===== config.mk =====
export PLATFORM = sky130hd
export DESIGN_NAME = mem_arbiter_flat
export DESIGN_NICKNAME = d
export VERILOG_FILES = /design/src/rtl/mem_arbiter_if.sv /design/src/rtl/mem_arbiter.sv /design/src/flat_wrapper.sv
export SDC_FILE = /design/constraint.sdc
export NUM_CORES = 1
export LEC_CHECK = 0
export CORE_ASPECT_RATIO = 0.6
export CORE_MARGIN = 4
export CORE_UTILIZATION = 36
export DETAILED_ROUTE_END_ITERATION = 12
export PLACE_DENSITY = 0.73
export SETUP_SLACK_MARGIN = 0.4
export SLEW_MARGIN = 20
export SYNTH_ARGS = -nofsm -noshare
export SYNTH_HDL_FRONTEND = slang
export SYNTH_SLANG_ARGS = --single-unit

===== constraint.sdc =====
create_clock -name clk -period 1.28 [get_ports clk]
set_clock_uncertainty 0.1 [all_clocks]
set_input_delay 0.32 -clock clk [delete_from_list [all_inputs] [get_ports clk]]
set_output_delay 0.32 -clock clk [all_outputs]
set_load 0.005 [all_outputs]

===== src/rtl/mem_arbiter_if.sv =====
// Bundle of requester-side and RAM-side signals between mem_arbiter and its
// two requesters plus a single-port RAM with combinational read data.
interface mem_arbiter_if #(
  parameter int ADDR_W = 8,
  parameter int DATA_W = 8
);
  logic              req0;
  logic              req1;
  logic              we0;
  logic              we1;
  logic [ADDR_W-1:0] addr0;
  logic [ADDR_W-1:0] addr1;
  logic [DATA_W-1:0] wdata0;
  logic [DATA_W-1:0] wdata1;
  logic              done0;
  logic              done1;
  logic [DATA_W-1:0] rdata;
  logic              busy;
  logic              mem_read;
  logic              mem_write;
  logic [ADDR_W-1:0] mem_addr;
  logic [DATA_W-1:0] mem_wdata;
  logic [DATA_W-1:0] mem_rdata;

  modport slave (
    input  req0, req1, we0, we1, addr0, addr1, wdata0, wdata1, mem_rdata,
    output done0, done1, rdata, busy, mem_read, mem_write, mem_addr, mem_wdata
  );

  modport master (
    output req0, req1, we0, we1, addr0, addr1, wdata0, wdata1, mem_rdata,
    input  done0, done1, rdata, busy, mem_read, mem_write, mem_addr, mem_wdata
  );
endinterface


===== src/rtl/mem_arbiter.sv =====
// Two-port arbiter and IDLE/ACCESS/DONE sequencer for a single-port RAM.
// Define ROUND_ROBIN_EN for round-robin tie breaking; default is fixed priority (port 0).
module mem_arbiter #(
  parameter int ADDR_W = 8,
  parameter int DATA_W = 8
) (
  input  logic        clk,
  input  logic        rst_n,
  mem_arbiter_if.slave bus
);

  typedef enum logic [1:0] {
    IDLE   = 2'd0,
    ACCESS = 2'd1,
    DONE   = 2'd2
  } state_t;

  state_t            r_state;
  state_t            w_state_nxt;
  logic              w_start;
  logic              w_win;
  logic              w_we;
  logic [ADDR_W-1:0] w_addr;
  logic [DATA_W-1:0] w_wdata;

  logic              r_win;
  logic              r_done0;
  logic              r_done1;
  logic              r_busy;
  logic              r_mem_read;
  logic              r_mem_write;
  logic [ADDR_W-1:0] r_mem_addr;
  logic [DATA_W-1:0] r_mem_wdata;
  logic [DATA_W-1:0] r_rdata;

`ifdef ROUND_ROBIN_EN
  logic r_last_grant;

  // On a tie the port not granted last wins; a lone requester always wins.
  assign w_win = (bus.req0 & bus.req1) ? ~r_last_grant : bus.req1;

  always_ff @(posedge clk or negedge rst_n) begin
    if (!rst_n) begin
      r_last_grant <= 1'b1;
    end else if (w_start) begin
      r_last_grant <= w_win;
    end
  end
`else
  assign w_win = ~bus.req0;
`endif

  assign w_we    = w_win ? bus.we1    : bus.we0;
  assign w_addr  = w_win ? bus.addr1  : bus.addr0;
  assign w_wdata = w_win ? bus.wdata1 : bus.wdata0;

  always_ff @(posedge clk or negedge rst_n) begin
    if (!rst_n) begin
      r_state <= IDLE;
    end else begin
      r_state <= w_state_nxt;
    end
  end

  always_comb begin
    w_state_nxt = r_state;
    w_start     = 1'b0;
    case (r_state)
      IDLE: begin
        if (bus.req0 | bus.req1) begin
          w_state_nxt = ACCESS;
          w_start     = 1'b1;
        end
      end
      ACCESS:  w_state_nxt = DONE;
      DONE:    w_state_nxt = IDLE;
      default: w_state_nxt = IDLE;
    endcase
  end

  // RAM controls are registered so they stay glitch-free across the whole ACCESS cycle.
  always_ff @(posedge clk or negedge rst_n) begin
    if (!rst_n) begin
      r_win       <= 1'b0;
      r_done0     <= 1'b0;
      r_done1     <= 1'b0;
      r_busy      <= 1'b0;
      r_mem_read  <= 1'b0;
      r_mem_write <= 1'b0;
      r_mem_addr  <= '0;
      r_mem_wdata <= '0;
      r_rdata     <= '0;
    end else begin
      r_done0 <= 1'b0;
      r_done1 <= 1'b0;
      r_busy  <= (w_state_nxt != IDLE);
      case (r_state)
        IDLE: begin
          if (w_start) begin
            r_win       <= w_win;
            r_mem_read  <= ~w_we;
            r_mem_write <= w_we;
            r_mem_addr  <= w_addr;
            r_mem_wdata <= w_wdata;
          end
        end
        ACCESS: begin
          r_mem_read  <= 1'b0;
          r_mem_write <= 1'b0;
          if (r_mem_read) begin
            r_rdata <= bus.mem_rdata;
          end
          r_done0 <= ~r_win;
          r_done1 <= r_win;
        end
        default: ;
      endcase
    end
  end

  assign bus.done0     = r_done0;
  assign bus.done1     = r_done1;
  assign bus.busy      = r_busy;
  assign bus.rdata     = r_rdata;
  assign bus.mem_read  = r_mem_read;
  assign bus.mem_write = r_mem_write;
  assign bus.mem_addr  = r_mem_addr;
  assign bus.mem_wdata = r_mem_wdata;

endmodule

===== src/flat_wrapper.sv =====
// flat-port wrapper written by rule: the top's interface ports become plain ports
module mem_arbiter_flat 
#(
  parameter int ADDR_W = 8,
  parameter int DATA_W = 8
)
  (clk, rst_n, bus_req0, bus_req1, bus_we0, bus_we1, bus_addr0, bus_addr1, bus_wdata0, bus_wdata1, bus_mem_rdata, bus_done0, bus_done1, bus_rdata, bus_busy, bus_mem_read, bus_mem_write, bus_mem_addr, bus_mem_wdata);
  mem_arbiter_if #(.ADDR_W(ADDR_W), .DATA_W(DATA_W)) bus_i ();
  input  logic clk;
  input  logic rst_n;
  input wire logic [$bits(bus_i.req0)-1:0] bus_req0;
  input wire logic [$bits(bus_i.req1)-1:0] bus_req1;
  input wire logic [$bits(bus_i.we0)-1:0] bus_we0;
  input wire logic [$bits(bus_i.we1)-1:0] bus_we1;
  input wire logic [$bits(bus_i.addr0)-1:0] bus_addr0;
  input wire logic [$bits(bus_i.addr1)-1:0] bus_addr1;
  input wire logic [$bits(bus_i.wdata0)-1:0] bus_wdata0;
  input wire logic [$bits(bus_i.wdata1)-1:0] bus_wdata1;
  input wire logic [$bits(bus_i.mem_rdata)-1:0] bus_mem_rdata;
  output wire logic [$bits(bus_i.done0)-1:0] bus_done0;
  output wire logic [$bits(bus_i.done1)-1:0] bus_done1;
  output wire logic [$bits(bus_i.rdata)-1:0] bus_rdata;
  output wire logic [$bits(bus_i.busy)-1:0] bus_busy;
  output wire logic [$bits(bus_i.mem_read)-1:0] bus_mem_read;
  output wire logic [$bits(bus_i.mem_write)-1:0] bus_mem_write;
  output wire logic [$bits(bus_i.mem_addr)-1:0] bus_mem_addr;
  output wire logic [$bits(bus_i.mem_wdata)-1:0] bus_mem_wdata;
  assign bus_i.req0 = bus_req0;
  assign bus_i.req1 = bus_req1;
  assign bus_i.we0 = bus_we0;
  assign bus_i.we1 = bus_we1;
  assign bus_i.addr0 = bus_addr0;
  assign bus_i.addr1 = bus_addr1;
  assign bus_i.wdata0 = bus_wdata0;
  assign bus_i.wdata1 = bus_wdata1;
  assign bus_i.mem_rdata = bus_mem_rdata;
  assign bus_done0 = bus_i.done0;
  assign bus_done1 = bus_i.done1;
  assign bus_rdata = bus_i.rdata;
  assign bus_busy = bus_i.busy;
  assign bus_mem_read = bus_i.mem_read;
  assign bus_mem_write = bus_i.mem_write;
  assign bus_mem_addr = bus_i.mem_addr;
  assign bus_mem_wdata = bus_i.mem_wdata;
  mem_arbiter #(.ADDR_W(ADDR_W), .DATA_W(DATA_W)) u_core (.clk(clk), .rst_n(rst_n), .bus(bus_i));
endmodule

# Word-level counts from Yosys, hierarchy flattened
# Index checks and enable logic that the tools add are counted.
dict set report word_totals {
  regBits 32
  latchBits 0
  ramBits 0
  mem_bits_ro 0
  inputBits 46
  out_inout_bits 29
  word_cells 35
  n_memories 0
}
dict set report classes {
  add_sub_neg 0
  multipliers 0
  div_mod_pow 0
  magnitude_cmp 0
  n_eq_ne 2
  n_shift 0
  muxes 13
  bitwise_logic 4
  n_reduce_logical 6
}
# op count
set op_table {}
lappend op_table {{two-way mux 8 bit} 2}
lappend op_table {{two-way mux 1 bit} 7}
lappend op_table {{AND reduction 2 bit} 3}
lappend op_table {{one-hot mux 1 bit (2 select lines)} 2}
lappend op_table {{one-hot mux 2 bit (2 select lines)} 1}
lappend op_table {{nonzero test 2 bit} 2}
lappend op_table {{inverter 1 bit} 3}
lappend op_table {{== test 2 x 1 -> 1 bit (second input constant)} 1}
lappend op_table {{zero test 2 bit} 1}
lappend op_table {{two-way mux 2 bit} 1}
lappend op_table {{inequality test 2 x 1 -> 1 bit (second input constant)} 1}
lappend op_table {{bitwise OR 1 bit} 1}

# Longest topological paths before layout
dict set report depth {
  word_depth 5
  ltp_mapped 4
}

# Worst setup path after synthesis
# Ideal clock, no wire load.
dict set report synth_timing {
  path_kind {flip-flop to flip-flop}
  startpoint {register u_core.r_state[0]}
  endpoint {register u_core.r_mem_addr[0] (netlist: u_core.bus.mem_addr[0])}
  arrival_time_ns 1.139
  required_ns 1.055
  setup_slack_ns -0.084
  stages_incl_launch_ff 5
  path_buffers 1
  path_cell_list {dfrtp_1 nor2_1 o21a_2 buf_6 mux2_4}
}
dict set report synth_via {
  elab_chain_len 3
}
# element line_no
set synth_rtl {}
lappend synth_rtl {{from (decl)} mem_arbiter.sv:18} ;# state_t r_state;
lappend synth_rtl {{from (signal assigned)} mem_arbiter.sv:61} ;# r_state <= w_state_nxt;
lappend synth_rtl {{zero test 2 bit *} {mem_arbiter.sv:68, mem_arbiter.sv:97}}
lappend synth_rtl {{two-way mux 1 bit} mem_arbiter.sv:68} ;# case (r_state)
lappend synth_rtl {{AND reduction 2 bit (no line) *} -}
lappend synth_rtl {{to (signal assigned)} mem_arbiter.sv:103} ;# r_mem_addr <= w_addr;
lappend synth_rtl {{to (decl)} mem_arbiter.sv:32} ;# logic [ADDR_W-1:0] r_mem_addr;
# Mark *: on every way between the ends. The rest lies on a longest branch, timed or not.
# A chain may end at the register's enable or synchronous reset.

# Worst setup path after layout
dict set report layout_timing {
  startpoint {register u_core.r_state[1]}
  endpoint {register u_core.r_mem_wdata[5] (netlist: u_core.bus.mem_wdata[5])}
}
dict set report layout_via {
  elab_chain_len 3
}
# element line_no
set layout_rtl {}
lappend layout_rtl {{zero test 2 bit *} {mem_arbiter.sv:68, mem_arbiter.sv:97}}
lappend layout_rtl {{two-way mux 1 bit} mem_arbiter.sv:68}
lappend layout_rtl {{AND reduction 2 bit (no line) *} -}
lappend layout_rtl {{to (signal assigned)} mem_arbiter.sv:104} ;# r_mem_wdata <= w_wdata;
lappend layout_rtl {{to (decl)} mem_arbiter.sv:33} ;# logic [DATA_W-1:0] r_mem_wdata;
# Marked as above.

==> flow_metrics.py <==
metrics = {
    "pwr": {
        "p_comb_share_pct": 53.1,
        "switching_power_mw": 1.61,
        "total_leakage_power_nw": 1.24,
        "p_total_mw": 5.55,
        "swShare_pct": 29.0,
        "powerDensity_nw_per_um2": 2190,
        "clockPowerShare_pct": 14.1,
        "p_int_mw": 3.94,
        "seq_power_share_pct": 32.7,
        "ir_drop_mv": 0.928,
    },
    "global_route": {
        "gr-usage-all-layers_pct": 14.2,
        "grt_pass1_vias": 1216,
        "antenna_found_initial": 0,
        "grt-ovfl-total": 0,
        "grt_max_degree": 33,
        "grt_pass1_wl_microns": 5780,
    },
    "logic_synthesis": {
        "synth_top_family_by_area": "multiplexers",
        "syn_nets": 137,
        "synth_fa_ha_area_share_pct": 0,
        "synthMuxAreaShare_pct": 38.7,
        "synth_edf_count": 0,
        "netlist_area_sq_um": 1500,
        "yosys-top-cells-count": "32 x dfrtp_1, 26 x mux2_4, 16 x mux2_2",
        "avgSynthCellArea_sq_um": 16.5,
        "synth_area_leaders": "dfrtp_1 53%, mux2_4 26%, mux2_2 12%, buf_6 2.3%, buf_12 1.3%",
        "synth.distinct_cells": 15,
        "yosys.area_share.simple_pct": 2.84,
        "yosys.area_share.xor_xnor_pct": 0,
        "synth_top_area_share_pct": 53.4,
        "yosysMostFrequentCell": "dfrtp_1",
        "yosysWarnings": 0,
        "ys_seq_elements": 32,
        "synth_compound_area_share_pct": 1.25,
        "ys.flop_type": "dfrtp_1",
        "yosysTopAreaCell": "dfrtp_1",
        "ys_async_sr_fraction_pct": 100,
        "yosysSeqAreaShare_pct": 53.4,
        "netlist_instances": 91,
    },
    "clocking": {
        "h-tree-depth": 2,
        "cts_tree": "built",
        "cts_inserted_buffers": 5,
        "clockBufferDepth": 2,
        "clkTransAtPathRegs_ns": 0.07,
        "cts.sink_count": 32,
        "root_buffer": "clkbuf_8",
        "clk_latency_ns": 0.28,
    },
    "timing": {
        "setup_viol": 26,
        "max_freq_mhz": 717,
        "slew_viol_final": 0,
        "period_share_pct": 109,
        "relSlewSlack_pct": 88.6,
        "period_minus_slack_ns": 1.39,
        "hold_violations": 0,
        "worst_pin_slew_ns": 0.171,
        "setup_slack_ns": -0.114,
        "rsz0062_at_grt": "yes",
    },
    "cells_and_area": {
        "ff_latch_area_sq_um": 801,
        "drive_above_1_share_pct": 59.0,
        "fin_cells": 242,
        "fillerInstances": 297,
        "final_nets": 240,
        "multiInputGateArea_sq_um": 713,
        "n_antenna_cell": 0,
        "design_area_sq_um": 2540,
        "syn_to_final_growth_pct": 69.2,
        "utilization_pct": 66.3,
    },
    "worst_setup_path": {
        "path_max_fanout": 12,
        "worstSetupPathType": "register to register",
        "max_stage_delay_ns": 0.40,
        "required_ns": 1.35,
        "path_delay_family": "flip-flops",
        "crit_chain": "nor2_2, o21a_4, buf_12, mux2_4",
        "startpoint_type": "register",
        "worst_setup_path_end_kind": "register",
        "arrival_ns": 1.46,
        "worst-path-buf-inv": 1,
        "slowest_stage": "dfrtp_1",
    },
    "placed_design": {
        "io_buffers": 74,
        "gp_congestion": 0.747,
        "dp_cells": 216,
        "placed_area_sq_um": 2350,
        "hpwl_microns": 2700,
    },
    "detailed_routing": {
        "routed_wl_microns": 3770,
        "dr.first_iter.drc_count": 9,
        "ant_nets": 0,
        "vias": 1137,
        "first_pass_iters": 4,
        "viasPerCell": 4.70,
        "wire_per_inst_microns": 15.6,
        "drcViolationCount": 0,
    },
    "floorplanning": {
        "num_io_pins": 75,
        "fp-row-count": 17,
        "start_util_pct": 39.2,
        "core_area_sq_um": 3830,
        "die_h_microns": 58.0,
        "dieWidth_microns": 91.3,
        "die_area_sq_um": 5300,
    },
    "outcome": {
        "outcome": "finished, violations left",
        "violations": "negative setup slack",
    },
    "min_path": {
        "hp-class": "input pin to async pin",
    },
    "flow_run": {
        "maxCapViolations": 0,
    },
}
## timing repair
action,CTS,global route
pin swaps,2,3
buffers inserted,9,9
hold buffers,0,0
gates resized for setup,129,12
endpoints found under the setup margin,60,61
## through the flow
stage	setup slack (ns)	hold WS, ns	setup TNS, ns
6_report	-0.114	0.312	-1.92
5_1_grt	-0.136	0.330	-2.62
4_1_cts	-0.0959	0.315	-1.95
3_5_place_dp	-0.660	0.359	-12.30
3_3_place_gp	-0.615	0.342	-11.76
2_1_floorplan	-0.0506	-0.0756	-0.821
## placed cells by master, fill, tap and decap left out
| cell | n |
|---|---|
| and2_4 | 1 |
| nand2_1 | 1 |
| buf_4 | 15 |
| clkdlybuf4s15_2 | 1 |
| nand2b_4 | 1 |
| a21oi_2 | 1 |
| buf_2 | 29 |
| clkdlybuf4s50_1 | 43 |
| buf_6 | 7 |
| inv_4 | 1 |
| buf_12 | 4 |
| a21oi_1 | 1 |
| nor2_2 | 2 |
| mux2_4 | 34 |
| dlygate4sd2_1 | 1 |
| mux2_2 | 8 |
| mux2i_1 | 1 |
| clkinv_2 | 2 |
| nand2_8 | 1 |
| and2_1 | 1 |
| dfrtp_1 | 32 |
| clkbuf_8 | 6 |
| o21a_4 | 1 |
| or2_4 | 1 |
## final timing paths
kind | from | endpoint | slack [ns] | depth (start not counted)
min in group clk | u_core.r_win$_DFFE_PN0P_ | u_core.bus.done0$_DFF_PN0_ | 0.39 | 1
setup / recovery | u_core.r_state[1]$_DFF_PN0_ | u_core.bus.mem_wdata[5]$_DFFE_PN0P_ | -0.11 | 4
max in group asynchronous | rst_n | u_core.bus.mem_wdata[3]$_DFFE_PN0P_ | 0.60 | 2
hold reg to reg | u_core.r_win$_DFFE_PN0P_ | u_core.bus.done0$_DFF_PN0_ | 0.39 | 1
setup reg to reg | u_core.r_state[1]$_DFF_PN0_ | u_core.bus.mem_wdata[5]$_DFFE_PN0P_ | -0.11 | 4
hold / removal | rst_n | u_core.bus.done0$_DFF_PN0_ | 0.31 | 2
## power groups by stage
stage	clock network, mW	logic, mW	registers, mW
6_report	0.784	2.95	1.82
5_1_grt	0.852	3.16	1.88
4_1_cts	0.804	2.60	1.80
3_5_place_dp	0	2.60	1.81
3_3_place_gp	0	2.53	1.79
2_1_floorplan	0	1.26	1.83
## flip-flops by register name, summed over array words and instances, names as in the netlist
register and cells:
u_core.bus.mem_read 1, u_core.bus.mem_addr 8, u_core.r_state 2, u_core.bus.done0 1, u_core.bus.busy 1, u_core.bus.done1 1, u_core.bus.rdata 8, u_core.r_win 1
u_core.bus.mem_write 1, u_core.bus.mem_wdata 8
## kinds of logic after synthesis
group                  after synthesis
buffers and inverters                5
AO/OA/AOI/OAI                        3
AND/OR/NAND/NOR                      8
flip-flops                          32
multiplexers                        43
## layer usage
metal	track usage (%)	vias to the layer above	part of all wire [%]	routed length [microns]
li1	-	526	-	-
met1	16.2	553	42	1600
met2	23.3	54	47	1770
met3	7.26	4	9.9	374
met4	5.15	0	0.98	37
met5	0	-	0	0
## area by class of cell
type	count	area share [%]
tap	47	2.32
inverter	1	0.246
clock inverter	2	0.394
sequential	32	31.5
timing repair buffer	100	34.2
clock buffer	6	3.25
multi-input combinational	54	28.1
Power figures use the tool's default switching activity.
